$ cat src/rtl/pipe_stage_reg.sv
// Elastic valid/ready pipeline-stage register carrying PC, instruction and side payload.
// Optional stall/bubble performance counters are enabled by defining PIPE_STAGE_PERF_EN.
module pipe_stage_reg #(
  parameter int unsigned DATA_W   = 64,
  parameter logic [31:0] PC_RESET = 32'h0000_3000,
  parameter bit          SKID     = 1'b1
) (
  input  logic              clk,
  input  logic              reset,
  input  logic              flush,
  input  logic              in_valid,
  output logic              in_ready,
  input  logic [31:0]       in_pc,
  input  logic [31:0]       in_instr,
  input  logic [DATA_W-1:0] in_data,
  output logic              out_valid,
  input  logic              out_ready,
  output logic [31:0]       out_pc,
  output logic [31:0]       out_instr,
  output logic [DATA_W-1:0] out_data,
  output logic [1:0]        occupancy
`ifdef PIPE_STAGE_PERF_EN
  ,
  output logic [31:0]       stall_cnt,
  output logic [31:0]       bubble_cnt
`endif
);

  typedef enum logic [1:0] {
    ST_EMPTY = 2'd0,
    ST_ONE   = 2'd1,
    ST_FULL  = 2'd2
  } state_t;

  state_t            r_state;
  state_t            w_state_nxt;
  logic              r_out_valid;
  logic              r_in_ready;
  logic [31:0]       r_out_pc;
  logic [31:0]       r_out_instr;
  logic [DATA_W-1:0] r_out_data;
  logic [31:0]       r_skid_pc;
  logic [31:0]       r_skid_instr;
  logic [DATA_W-1:0] r_skid_data;

  logic w_in_ready;
  logic w_accept;
  logic w_retire;
  logic w_load_in;
  logic w_load_skid;
  logic w_pop_skid;
  logic w_clear_main;

  // With the skid buffer in_ready comes from a flop; without it, it looks through to out_ready.
  always_comb begin
    if (SKID) begin
      w_in_ready = r_in_ready & ~reset;
    end else begin
      w_in_ready = ~reset & (~r_out_valid | out_ready);
    end
  end

  // An input offered during a flush is dropped regardless of in_ready.
  assign w_accept = in_valid & w_in_ready & ~flush;
  assign w_retire = r_out_valid & out_ready;

  // Next-state and datapath load selection
  always_comb begin
    w_state_nxt  = r_state;
    w_load_in    = 1'b0;
    w_load_skid  = 1'b0;
    w_pop_skid   = 1'b0;
    w_clear_main = 1'b0;
    case (r_state)
      ST_EMPTY: begin
        if (w_accept) begin
          w_state_nxt = ST_ONE;
          w_load_in   = 1'b1;
        end else begin
          w_state_nxt = ST_EMPTY;
        end
      end
      ST_ONE: begin
        if (w_accept && w_retire) begin
          w_state_nxt = ST_ONE;
          w_load_in   = 1'b1;
        end else if (w_accept) begin
          if (SKID) begin
            w_state_nxt = ST_FULL;
            w_load_skid = 1'b1;
          end else begin
            w_state_nxt = ST_ONE;
          end
        end else if (w_retire) begin
          w_state_nxt  = ST_EMPTY;
          w_clear_main = 1'b1;
        end else begin
          w_state_nxt = ST_ONE;
        end
      end
      ST_FULL: begin
        if (w_retire) begin
          w_state_nxt = ST_ONE;
          w_pop_skid  = 1'b1;
        end else begin
          w_state_nxt = ST_FULL;
        end
      end
      default: begin
        w_state_nxt  = ST_EMPTY;
        w_clear_main = 1'b1;
      end
    endcase
  end

  // State, handshake flags and main/skid entry registers
  always_ff @(posedge clk) begin
    if (reset) begin
      r_state      <= ST_EMPTY;
      r_out_valid  <= 1'b0;
      r_in_ready   <= 1'b1;
      r_out_pc     <= PC_RESET;
      r_out_instr  <= 32'h0000_0000;
      r_out_data   <= {DATA_W{1'b0}};
      r_skid_pc    <= 32'h0000_0000;
      r_skid_instr <= 32'h0000_0000;
      r_skid_data  <= {DATA_W{1'b0}};
    end else if (flush) begin
      r_state      <= ST_EMPTY;
      r_out_valid  <= 1'b0;
      r_in_ready   <= 1'b1;
      r_out_instr  <= 32'h0000_0000;
      r_out_data   <= {DATA_W{1'b0}};
      r_skid_pc    <= 32'h0000_0000;
      r_skid_instr <= 32'h0000_0000;
      r_skid_data  <= {DATA_W{1'b0}};
    end else begin
      r_state     <= w_state_nxt;
      r_out_valid <= (w_state_nxt != ST_EMPTY);
      r_in_ready  <= (w_state_nxt != ST_FULL);
      if (w_load_in) begin
        r_out_pc    <= in_pc;
        r_out_instr <= in_instr;
        r_out_data  <= in_data;
      end else if (w_pop_skid) begin
        r_out_pc    <= r_skid_pc;
        r_out_instr <= r_skid_instr;
        r_out_data  <= r_skid_data;
      end else if (w_clear_main) begin
        r_out_instr <= 32'h0000_0000;
        r_out_data  <= {DATA_W{1'b0}};
      end else begin
        r_out_instr <= r_out_instr;
        r_out_data  <= r_out_data;
      end
      if (w_load_skid) begin
        r_skid_pc    <= in_pc;
        r_skid_instr <= in_instr;
        r_skid_data  <= in_data;
      end else if (w_pop_skid) begin
        r_skid_pc    <= 32'h0000_0000;
        r_skid_instr <= 32'h0000_0000;
        r_skid_data  <= {DATA_W{1'b0}};
      end else begin
        r_skid_pc <= r_skid_pc;
      end
    end
  end

  assign in_ready  = w_in_ready;
  assign out_valid = r_out_valid;
  assign out_pc    = r_out_pc;
  assign out_instr = r_out_instr;
  assign out_data  = r_out_data;
  assign occupancy = r_state;

`ifdef PIPE_STAGE_PERF_EN
  logic [31:0] r_stall_cnt;
  logic [31:0] r_bubble_cnt;

  // Saturating stall/bubble counters; flush deliberately leaves them running.
  always_ff @(posedge clk) begin
    if (reset) begin
      r_stall_cnt  <= 32'h0000_0000;
      r_bubble_cnt <= 32'h0000_0000;
    end else begin
      if (r_out_valid && !out_ready && (r_stall_cnt != 32'hFFFF_FFFF)) begin
        r_stall_cnt <= r_stall_cnt + 32'd1;
      end else begin
        r_stall_cnt <= r_stall_cnt;
      end
      if (!r_out_valid && (r_bubble_cnt != 32'hFFFF_FFFF)) begin
        r_bubble_cnt <= r_bubble_cnt + 32'd1;
      end else begin
        r_bubble_cnt <= r_bubble_cnt;
      end
    end
  end

  assign stall_cnt  = r_stall_cnt;
  assign bubble_cnt = r_bubble_cnt;
`endif

endmodule

$ cat config.mk
export PLATFORM = sky130hd
export DESIGN_NAME = pipe_stage_reg
export DESIGN_NICKNAME = d
export VERILOG_FILES = /design/src/rtl/pipe_stage_reg.sv
export SDC_FILE = /design/constraint.sdc
export NUM_CORES = 1
export LEC_CHECK = 0
export ABC_AREA = 1
export CAP_MARGIN = 10
export CORE_MARGIN = 3
export CORE_UTILIZATION = 42
export DETAILED_ROUTE_END_ITERATION = 8
export GPL_ROUTABILITY_DRIVEN = 0
export PLACE_DENSITY = 0.77
export SKIP_CTS_REPAIR_TIMING = 1
export SLEW_MARGIN = 15
export SYNTH_ARGS = -nofsm -noshare
export SYNTH_HDL_FRONTEND = slang
export SYNTH_SLANG_ARGS = --single-unit
$ cat constraint.sdc
create_clock -name clk -period 4.3 [get_ports clk]
set_input_delay 0.645 -clock clk [delete_from_list [all_inputs] [get_ports clk]]
set_output_delay 0.645 -clock clk [all_outputs]
set_load 0.01 [all_outputs]
==> results by group, run 1 <==
Timing
  – Endpoints failing setup: 0
  – Measured slew at the worst slew-check pin: 1150 ps
  – RSZ-0062 raised after global routing: false
  – Final-report max-slew violation count: 0
  – Setup TNS: 0 ps
  – Skew final: 19.7 ps
  – Relative slew margins: 0.236
  – Fin. Hold Viols: 0
  – FMAX: 317 MHz
  – Final period utilization: 0.733
  – Hold_ws: 478 ps
  – Final Critical Period: 3150 ps

Outcome
  – Outcome: finished, final reports clean

CTS
  – Worst-skew pair later-pin latency: 540 ps
  – CTS tree: done
  – Cts bufs inserted: 29
  – Sink Count: 260
  – Clk buf depth: 3
  – H-tree depth: 1
  – Clk slew on worst S/H paths: 60 ps
  – CTS root buffer: clkbuf_16

GRT
  – Total track usage: 0.218
  – Met3 GRT Util: 0.0452
  – Gr ovfl total: 0
  – Initial antenna violation count: 1
  – GR peak layer: met2
  – Met2 Usage GRT: 0.357
  – Number of global-route vias before repair: 10479
  – Global-route wire length before repair: 52.7 mm
  – Met1 usage: 0.291
  – Largest net degree at the start of global routing: 120

Cells and area
  – Commonest non-fill, non-tap cell in the layout: nand2_1
  – Final layout net count: 1958
  – Layout cells sized above 1: 0.0401
  – Synth-to-layout area growth: 32.5%
  – Fillers: 2366
  – Commonest cells after routing, fill and taps aside: nand2_1, clkdlybuf4s50_1, dfxtp_1, nor2_1, nand3_1

Drt
  – DR iter-0 viols: 1078
  – Routed Antenna Nets: 0
  – WL final: 32.8 mm
  – Number of vias in the routed layout: 11176
  – DRC: 0
  – 1st-pass router iterations: 5
  – WL/cell: 15.0 um
  – Drt via density: 5.13

Floorplan
  – Die Footprint: 0.0288 mm^2
  – Die X: 170 um
  – Row count: 59
  – Die height: 170 um
  – Starting Density: 0.430
  – Top-level I/O count: 265
  – Core Area: 0.0262 mm^2

Critical path
  – Arrival @ worst endpoint: 3600 ps
  – CP top delay family: simple AND/OR/NAND/NOR gates
  – Crit. End Element: flop
  – Required time of the worst setup path: 4750 ps
  – Critical path class: input pin to flop
  – Crit path buf inv count: 3
  – Crit-path slowest cell: nand2_4
  – Critical Path Max Stage Delay: 670 ps
  – Crit path launch type: input pin
  – Most common cell on crit path: nor2_1
  – CP max FO: 56
  – Cells along the critical path: clkdlybuf4s50_1, nor2_1, inv_6, nor2_1, ha_1, nand3_2, nand2_4, buf_4, nand2_1, nand2_1, nor2_1, nor2_1

Power
  – Power density cells: 359 mW/mm^2
  – Worst IR drop on VDD: 254 uV
  – P_leak: 6.88 nW

Yosys
  – Share of the synthesized area in the top cell type: 0.462
  – Post-Syn Nets: 1772
  – Cell taking the most area after synthesis: dfxtp_1
  – Synthesis Warnings: 0
  – Synth area leaders: dfxtp_1, nand2_1, nor2_1, nand3_1, o21bai_1
  – Area of the mapped netlist: 0.0113 mm^2
  – Yosys reg bits: 260
  – Synthesized area per cell: 6.89 um^2
  – Post-synth cell types: 18
  – Register area share after synthesis: 0.462
  – Syn Inst Count: 1636

Min path
  – Min-delay worst type: flop to flop

Placed design
  – PortBufs: 264
  – Detail Placement HPWL: 19.6 mm

Run
  – Max-cap violations: 0
[through the flow]
| stage | util | total power [W] | cell area, um^2 | setup WS (ps) | instances |
|---|---|---|---|---|---|
| floorplan | - | 0.00269 | 11300 | 1810 | 1636 |
| global placement | 0.533 | 0.00294 | 14000 | 696 | 2126 |
| detailed placement | 0.533 | 0.00294 | 14000 | 630 | 2126 |
| CTS | 0.569 | 0.00540 | 14900 | 1150 | 2179 |
| global route | 0.570 | 0.00553 | 14900 | 887 | 2180 |
| finish | 0.570 | 0.00536 | 14900 | 1150 | 2180 |
[worst register-to-register path, cell delays in order, from the launching register on]
cell     delay (ps)
dfxtp_1         320
nand2_1          70
nor2_1          190
ha_1            200
nand3_2         340
nand2_4         670
buf_4           390
nand2_1          80
nand2_1          60
nor2_1           40
nor2_1          140
[per-layer routing]
layer,vias to the layer above,part of all wire
li1,5560,-
met1,5148,0.44
met2,409,0.46
met3,59,0.074
met4,0,0.026
met5,-,0
[kinds of logic after synthesis]
kind of cell,synth area share
flops,0.462
fa+ha+maj,0.00333
simple gates,0.347
compound gates,0.122
buf+inv,0.0652
[flip-flops by register name, summed over array words and instances, names as in the netlist]
name          cells
occupancy         2
out_data         64
out_instr        32
out_pc           32
out_valid         1
r_in_ready        1
r_skid_data      64
r_skid_instr     32
r_skid_pc        32
[cell usage after synthesis]
| cell | number |
|---|---|
| a21oi_1 | 130 |
| inv_2 | 2 |
| ha_1 | 3 |
| dfxtp_1 | 260 |
| inv_1 | 40 |
| and3_1 | 1 |
| clkbuf_1 | 49 |
| nor2_1 | 259 |
| nand3_1 | 165 |
| buf_4 | 9 |
| o21ai_0 | 1 |
| nand3_2 | 2 |
| nand4_4 | 1 |
| nand2_1 | 549 |
| nand2_2 | 1 |
| o21bai_1 | 96 |
| buf_2 | 56 |
| buf_1 | 12 |
[cell type report]
cell class              count  area [um^2]  area share
inverters                  42          168      0.0112
diodes                      1         2.50    0.000168
multi-input cells        1208         5350       0.359
clock buffers              44          862      0.0578
repair buffers            281         2820       0.189
well taps                 335          419      0.0281
clock inverters             9         95.1     0.00637
flip-flops and latches    260         5200       0.349
[path summary, 6_finish.rpt]
path	endpoint	startpoint	depth (start not counted)	slack (ps)
max	out_data[51]	reset	12	1150
min	r_skid_data[36]	r_skid_data[36]	2	480
max reg2reg	out_data[51]	r_in_ready	10	1710
min reg2reg	r_skid_data[36]	r_skid_data[36]	2	480
[power by group]
group | internal (W) | total [W] | switching [W]
combinational | 0.000217 | 0.000430 | 0.000214
sequential | 0.00244 | 0.00246 | 0.0000193
clock | 0.00149 | 0.00246 | 0.000973
total | 0.00415 | 0.00536 | 0.00121
No activity file was read; power rests on OpenSTA's default activity.
==> inputs of run 2 (changes only) <==
--- a/config.mk
+++ b/config.mk
@@ -11,7 +11,7 @@
 export CORE_UTILIZATION = 42
 export DETAILED_ROUTE_END_ITERATION = 8
 export GPL_ROUTABILITY_DRIVEN = 0
-export PLACE_DENSITY = 0.77
+export PLACE_DENSITY = 0.8
 export SKIP_CTS_REPAIR_TIMING = 1
 export SLEW_MARGIN = 15
 export SYNTH_ARGS = -nofsm -noshare
==> constraint.sdc (replaced) <==
create_clock -name clk -period 2.9 [get_ports clk]
set_input_delay 0.435 -clock clk [delete_from_list [all_inputs] [get_ports clk]]
set_output_delay 0.435 -clock clk [all_outputs]
set_load 0.01 [all_outputs]
==> results by group, run 2 (synthesis results as in run 1) <==
CTS
  – Clk buf depth: 3 (unchanged)
  – Worst-skew pair later-pin latency: 530 ps (about the same)
  – H-tree depth: 1 (unchanged)
  – Sink Count: 260 (unchanged)
  – Clk slew on worst S/H paths: 60 ps (about the same)
  – Cts bufs inserted: 28 (-3.4%)
  – CTS tree: done
  – CTS root buffer: clkbuf_16

Drt
  – Drt via density: 5.15 (+0.53%)
  – WL/cell: 15.2 um (+1.2%)
  – WL final: 33.3 mm (+1.6%)
  – Number of vias in the routed layout: 11271 (+0.85%)
  – 1st-pass router iterations: 6 (+1)
  – DRC: 0 (unchanged)
  – DR iter-0 viols: 944 (-12%)
  – Routed Antenna Nets: 0 (unchanged)

Critical path
  – R2R cell count: 9 (-1)
  – Required time of the worst setup path: 3340 ps (-1410 ps)
  – Critical path class: input pin to flop
  – Arrival @ worst endpoint: 2730 ps (-870 ps)
  – CP max FO: 64 (+14%)
  – Crit path launch type: input pin
  – Crit. End Element: flop

Placed design
  – Detail Placement HPWL: 20.4 mm (+4.0%)
  – Area post-placement: 0.0141 mm^2 (+1.2%)
  – PortBufs: 264 (unchanged)

Power
  – Worst IR drop on VDD: 392 uV (+54%)
  – P_sw: 0.00179 W (+48%)
  – Power density cells: 535 mW/mm^2 (+49%)
  – Internal power: 0.00631 W (+52%)
  – Clock share of power: 0.468 (+0.008)
  – Sw Ratio: 0.221 (-0.00453)
  – P_leak: 6.98 nW (+1.5%)
  – Sequential share of power: 0.451 (-0.008)
  – Final total power: 0.00809 W (+51%)
  – Gate power share: 0.081 (about the same)

Floorplan
  – Top-level I/O count: 265 (unchanged)
  – Die X: 170 um (unchanged)
  – Core Area: 0.0262 mm^2 (unchanged)
  – Row count: 59 (unchanged)
  – Die height: 170 um (unchanged)
  – Die Footprint: 0.0288 mm^2 (unchanged)
  – Starting Density: 0.430 (unchanged)

Timing
  – Final period utilization: 0.790
  – FMAX: 437 MHz
  – Endpoints failing setup: 0 (unchanged)
  – Final-report max-slew violation count: 0 (unchanged)
  – Final Critical Period: 2290 ps
  – RSZ-0062 raised after global routing: false
  – Setup TNS: 0 ps (unchanged)
  – Skew final: 10.7 ps (-8.97 ps)
  – Measured slew at the worst slew-check pin: 1070 ps (-72.7 ps)
  – Hold_ws: 478 ps (-0.432 ps)
  – Relative slew margins: 0.285 (+0.0485)
  – Fin. Hold Viols: 0 (unchanged)

Min path
  – Min-delay worst type: flop to flop
  – Min-Delay Path Depth: 2 (unchanged)

Cells and area
  – Commonest cells after routing, fill and taps aside: nand2_1, clkdlybuf4s50_1, dfxtp_1, nor2_1, nand3_1
  – Post-Layout Inst Area: 0.0151 mm^2 (+1.4%)
  – Core Util, Final: 0.577 (+0.00783)
  – Layout cells sized above 1: 0.0454 (+0.00523)
  – Commonest non-fill, non-tap cell in the layout: nand2_1
  – Final layout net count: 1967 (+0.46%)
  – Antenna diodes: 0 (-1)
  – Fillers: 2339 (-1.1%)
  – Synth-to-layout area growth: 34.3%

GRT
  – Gr ovfl total: 0 (unchanged)
  – Initial antenna violation count: 0 (-1)
  – Total track usage: 0.221 (+0.00319)
  – Met2 Usage GRT: 0.369 (+0.0120)
  – Met3 GRT Util: 0.0433 (-0.00186)
  – Met1 usage: 0.285 (-0.00607)
  – GR peak layer: met2
  – Global-route wire length before repair: 53.7 mm (+1.8%)
  – Largest net degree at the start of global routing: 228 (+90%)
  – Number of global-route vias before repair: 10762 (+2.7%)

Run
  – Max-cap violations: 0 (unchanged)

Outcome
  – Outcome: finished, final reports clean
[run 2: cell count changes in the layout (fill, tap and decap cells not counted), sizes merged]
cell,before,now
bufinv,2,4
clkbuf,44,41
buf,17,27
inv,40,41
clkinv,9,7
diode,1,0
[run 2: worst paths after layout]
kind / to / slack (ps) / from
worst max-delay path: r_skid_data[43] / 610 / reset
worst max register to register: out_data[57] / 900 / r_in_ready
worst min-delay path: r_skid_instr[23] / 480 / r_skid_instr[23]
worst min register to register: r_skid_instr[23] / 480 / r_skid_instr[23]
[run 2: routing by layer]
metal  vias to the layer above  wire [um]
li1                       5575          -
met1                      5210      14100
met2                       399      15600
met3                        87       2280
met4                         0       1310
met5                         -          0
[run 2: cell type report]
type / count / area, um^2 / share of cell area
repair buffers: 291 / 3000 / 0.198
inverters: 42 / 166 / 0.0110
multi-input cells: 1208 / 5350 / 0.354
clock inverters: 10 / 150 / 0.00992
clock buffers: 41 / 841 / 0.0556
flip-flops and latches: 260 / 5200 / 0.344
well taps: 335 / 419 / 0.0277
[run 2: through the flow]
| stage | setup slack (ps) | cells |
|---|---|---|
| floorplan | 625 | 1636 |
| global placement | 193 | 2136 |
| detailed placement | 106 | 2136 |
| CTS | 649 | 2187 |
| global route | 475 | 2187 |
| finish | 610 | 2187 |
[run 2: worst max-delay path: stages]
cell             delay [ps]
clkdlybuf4s50_1         530
nor2_1                   70
buf_4                   150
inv_6                    50
nor2_1                   40
buf_4                   130
ha_1                    210
nand3_4                 110
buf_4                   600
nand3_1                 170
a21oi_1                 180
[run 2: power by group through the flow]
stage                     Sequential, W  Clock [W]  Combinational (W)
after CTS                       0.00365    0.00387           0.000657
after floorplan                 0.00374          0           0.000245
after detailed placement        0.00373          0           0.000652
final                           0.00365    0.00379           0.000658
after global routing            0.00365    0.00400           0.000713
after global placement          0.00372          0           0.000649
==> inputs of run 3 (changes only) <==
==> constraint.sdc (replaced) <==
create_clock -name clk -period 2 [get_ports clk]
set_input_delay 0.3 -clock clk [delete_from_list [all_inputs] [get_ports clk]]
set_output_delay 0.3 -clock clk [all_outputs]
set_load 0.01 [all_outputs]
==> results by group, run 3 (synthesis results as in run 1) <==
Outcome
  – Outcome: finished, final reports clean

CTS
  – Clk slew on worst S/H paths: 60 ps (about the same)
  – CTS root buffer: clkbuf_16
  – Clk buf depth: 3 (unchanged)
  – CTS tree: done
  – Cts bufs inserted: 28 (unchanged)
  – Worst-skew pair later-pin latency: 530 ps (about the same)
  – Sink Count: 260 (unchanged)
  – H-tree depth: 1 (unchanged)

GRT
  – Number of global-route vias before repair: 10709 (-0.49%)
  – Total track usage: 0.218 (-0.00354)
  – Gr ovfl total: 0 (unchanged)
  – Largest net degree at the start of global routing: 123 (-46%)
  – Initial antenna violation count: 1 (+1)
  – Global-route wire length before repair: 53.0 mm (-1.3%)

Drt
  – DR top layer: met5
  – Met3 Wirelength: 2.98 mm (+31%)
  – Routed Antenna Nets: 0 (unchanged)
  – DRC: 0 (unchanged)
  – WL met1: 14.3 mm (+1.5%)
  – Number of vias in the routed layout: 11395 (+1.1%)
  – WL/cell: 15.4 um (+1.2%)
  – DR iter-0 viols: 986 (+4.4%)
  – Met2 wire len: 16.2 mm (+3.3%)
  – WL final: 34.1 mm (+2.6%)
  – Drt via density: 5.14 (-0.27%)
  – 1st-pass router iterations: 5 (-1)

Timing
  – Final period utilization: 0.944
  – Measured slew at the worst slew-check pin: 568 ps (-505 ps)
  – Skew final: 18.0 ps (+7.36 ps)
  – FMAX: 530 MHz
  – Fin. Hold Viols: 0 (unchanged)
  – Hold_ws: 357 ps (-121 ps)
  – RSZ-0062 raised after global routing: false
  – Final Critical Period: 1890 ps
  – Relative slew margins: 0.622 (+0.337)
  – Final-report max-slew violation count: 0 (unchanged)
  – Endpoints failing setup: 0 (unchanged)
  – Setup TNS: 0 ps (unchanged)

Critical path
  – Cells along the critical path: clkdlybuf4s50_1
  – Arrival @ worst endpoint: 1590 ps (-1140 ps)
  – R2R setup slack: 120 ps (-780 ps)
  – Critical path class: flop to primary output
  – CP top delay family: buffers and inverters
  – Crit path buf inv count: 1 (-4)
  – Required time of the worst setup path: 1700 ps (-1640 ps)
  – Crit. End Element: primary output
  – Reg2reg end: out_instr[30]
  – R2R cell count: 11 (+2)
  – Crit path launch type: flop
  – Critical Path Max Stage Delay: 630 ps (+30 ps)
  – Crit-path slowest cell: clkdlybuf4s50_1
  – CP max FO: 7 (-89%)
  – R2R Path Start: r_in_ready

Floorplan
  – Die Footprint: 0.0288 mm^2 (unchanged)
  – Core Area: 0.0262 mm^2 (unchanged)
  – Starting Density: 0.430 (unchanged)
  – Top-level I/O count: 265 (unchanged)
  – Die height: 170 um (unchanged)
  – Die X: 170 um (unchanged)
  – Row count: 59 (unchanged)

Cells and area
  – Synth-to-layout area growth: 38.2%
  – Layout cells sized above 1: 0.0622 (+0.0168)
  – Register Area: 0.00521 mm^2 (about the same)
  – Final layout net count: 1996 (+1.5%)
  – Antenna diodes: 0 (unchanged)
  – Footprint of the multi-input gates: 0.00537 mm^2 (+0.26%)
  – Commonest cells after routing, fill and taps aside: nand2_1, clkdlybuf4s50_1, dfxtp_1, nor2_1, nand3_1
  – Post-Layout Inst Area: 0.0156 mm^2 (+2.9%)
  – Commonest non-fill, non-tap cell in the layout: nand2_1
  – Fillers: 2226 (-4.8%)

Min path
  – Min-Delay Path Depth: 3 (+1)
  – HP Start: in_data[24]
  – Min-delay worst type: input pin to flop
  – Hold path endpoint: r_skid_data[24]

Power
  – Worst IR drop on VDD: 571 uV (+46%)
  – P_leak: 7.21 nW (+3.3%)
  – Final total power: 0.0118 W (+46%)
  – Power density cells: 761 mW/mm^2 (+42%)

Placed design
  – PortBufs: 264 (unchanged)
  – Detail Placement HPWL: 21.0 mm (+3.2%)
  – Area post-placement: 0.0144 mm^2 (+1.6%)

Run
  – Max-cap violations: 0 (unchanged)
-- run 3: worst register-to-register path, stage by stage, from the launching register on --
cell and delay (ps):
dfxtp_1 330, nand2_1 100, nor2_4 140, inv_1 50, ha_1 190, o21ai_2 150, nand4_4 220, inv_8 180
buf_4 150, clkbuf_16 150, nor2_1 50, nor2_1 100
-- run 3: area by class of cell --
type                            instances  area share
Clock buffer                           39      0.0509
Clock inverter                         13      0.0129
Inverter                               42      0.0112
Multi-Input combinational cell       1208       0.345
Sequential cell                       260       0.334
Tap cell                              335      0.0269
Timing Repair Buffer                  320       0.219
-- run 3: worst max path at each step --
stage / startpoint / to / slack (ps) / depth (start not counted)
floorplan: reset / out_data[47] / 10 / 12
global placement: flush / out_instr[12] / -420 / 14
detailed placement: flush / out_instr[18] / -470 / 14
CTS: occupancy[0] / occupancy[0] / -40 / 1
global route: r_in_ready / out_instr[30] / 10 / 11
finish: occupancy[0] / occupancy[0] / 110 / 1
-- run 3: per-stage QoR --
step	std cells	util	setup slack, ps
finish	2217	0.594	112
global placement	2157	0.548	-418
detailed placement	2157	0.548	-474
global route	2217	0.594	9.82
CTS	2209	0.586	-42.7
floorplan	1636	-	9.83
-- run 3: power breakdown --
part / switching (W) / internal, W / total [W]
sequential: 0.0000410 / 0.00525 / 0.00529
combinational: 0.000486 / 0.000522 / 0.00101
clock: 0.00213 / 0.00342 / 0.00555
total: 0.00266 / 0.00919 / 0.0118
-- run 3: metal layers --
metal	track usage	up-vias
met3	0.0515	50
li1	-	5641
met4	0.0612	2
met5	0	-
met2	0.360	454
met1	0.286	5248
==> patch, RTL diff (flow settings as in run 3) <==
Change the parameter `SKID` from 1'b1 to 1'b0.
--- a/src/rtl/pipe_stage_reg.sv
+++ b/src/rtl/pipe_stage_reg.sv
@@ -5,3 +5,3 @@
   parameter logic [31:0] PC_RESET = 32'h0000_3000,
-  parameter bit          SKID     = 1'b1
+  parameter bit          SKID     = 1'b0
 ) (
Formal check against the unedited RTL: not equivalent (Yosys sat finds a counterexample within 4 cycles, from zero or initial values and one cycle with reset high).
==> patch against run 3 <==
  * Maximum frequency down 1.1%
  * Setup slack got worse by 0.021 ns
  * Non-clock buffer count down 38
  * Count of clock-buffer cells in the layout down 13
  * Clock power fell by 48%
  * Global-route usage up 1.3 points
  * Area after synthesis decreased by 53%
  * Total power decreased by 47%
  * Design area decreased by 45%
  * Routed wire length fell by 52%
  * Sequential cell count fell by 129
  * Largest cell class is now non-clock buffers
==> patch: results <==
export IMPL_nets=983
export IMPL_cp_max_fo=5
export IMPL_seq_area_um2=2620
export IMPL_synth_cell_types=21
export IMPL_hp_class="input pin to flip-flop"
export IMPL_numCtsBuffers=17
export IMPL_drt_wl_total_mm=16.4
export IMPL_synthCells=599
export IMPL_critPathMaxStageDelay_ns=0.58
export IMPL_avgRoutedWirePerCell_um=15.9
export IMPL_rr_startpoint="occupancy[0]"
export IMPL_status="finished, final reports clean"
export IMPL_min_from="in_pc[25]"
export IMPL_finalCriticalPeriod_ns=1.91
export IMPL_rrSetupSlack_ns=0.40
export IMPL_clk_latency_ns=0.41
export IMPL_grt_max_degree=52
export IMPL_ys_top_cells_by_count="nand2_1 (172), dfxtp_1 (131), a21oi_1 (73), nand3_1 (73)"
export IMPL_synthesis_nets=732
export IMPL_viasPerCell=5.00
export IMPL_slew_headroom=0.679
export IMPL_pre_cts_ws_ns=-0.0795
export IMPL_clockBufferDepth=2
export IMPL_skew_ns=0.00359
export IMPL_synthAdderAreaFrac=0
export IMPL_grt_pass1_vias=5181
export IMPL_dp_cells=999
export IMPL_worstRegToRegCells=7
export IMPL_worstPathArrival_ns=1.61
export IMPL_num_fill_cells=945
export IMPL_switchingPower_mw=1.36
export IMPL_hpwl_mm=11.6
export IMPL_p_leak_nw=2.96
export IMPL_path_buf_inv=2
export IMPL_cts_reportedPaths_clkPinSlew_ns=0.05
export IMPL_grt_antenna_before_repair=0
export IMPL_synth_warnings=0
export IMPL_synth_compound_area_frac=0.137
export IMPL_drive_above_1_share=0.154
export IMPL_ys_seq_area_frac=0.496
export IMPL_grt_pass1_wl_mm=26.1
export IMPL_dpl_cell_area_um2=8000
export IMPL_htreeDepth=4
export IMPL_hold_end="out_pc[25]"
export IMPL_fin_hold_ws_ns=0.437
export IMPL_dr_first_iter_drc_count=459
export IMPL_ir_worst_vdd_uv=507
export IMPL_reg2reg_to="out_data[0]"
-- patch: changes by cell type after synthesis, sizes merged, moves of 3 or more --
| cell | run 3 | this run |
|---|---|---|
| buf | 77 | 42 |
| dfxtp | 260 | 131 |
| o21bai | 96 | 0 |
| ha | 3 | 0 |
| nor2 | 259 | 7 |
| nand2 | 550 | 175 |
| inv | 42 | 7 |
| nand3 | 167 | 114 |
| a21oi | 130 | 113 |
| clkbuf | 49 | 8 |
-- patch: power groups by stage --
| stage | combinational (mW) | clock, mW | sequential [mW] |
|---|---|---|---|
| 2_1_floorplan | 0.223 | 0 | 2.78 |
| 3_3_place_gp | 0.662 | 0 | 2.75 |
| 3_5_place_dp | 0.672 | 0 | 2.76 |
| 4_1_cts | 0.678 | 2.93 | 2.70 |
| 5_1_grt | 0.722 | 3.07 | 2.71 |
| 6_report | 0.674 | 2.88 | 2.70 |
-- patch: worst max path at each step --
| stage | start | endpoint |
|---|---|---|
| finish | reset | in_ready |
| global route | reset | in_ready |
| CTS | reset | in_ready |
| detailed placement | reset | out_data[0] |
| global placement | reset | out_pc[22] |
| floorplan | out_valid | out_data[55] |
-- patch: area by class of cell --
| type | instances | share of cell area |
|---|---|---|
| repair buffers | 282 | 0.338 |
| flip-flops and latches | 131 | 0.307 |
| multi-input cells | 410 | 0.262 |
| clock buffers | 26 | 0.0584 |
| well taps | 168 | 0.0246 |
| clock inverters | 5 | 0.00586 |
| inverters | 8 | 0.00381 |
-- patch: logic make-up after synthesis --
| group | Yosys count |
|---|---|
| simple gates | 296 |
| flops | 131 |
| compound gates | 114 |
| buf+inv | 58 |
-- patch: layer usage --
layer	GRT usage	up-vias	share of wire
met3	0.0952	41	0.094
met5	0	-	0
li1	-	2487	-
met4	0.106	0	0.034
met1	0.247	2385	0.37
met2	0.394	240	0.50
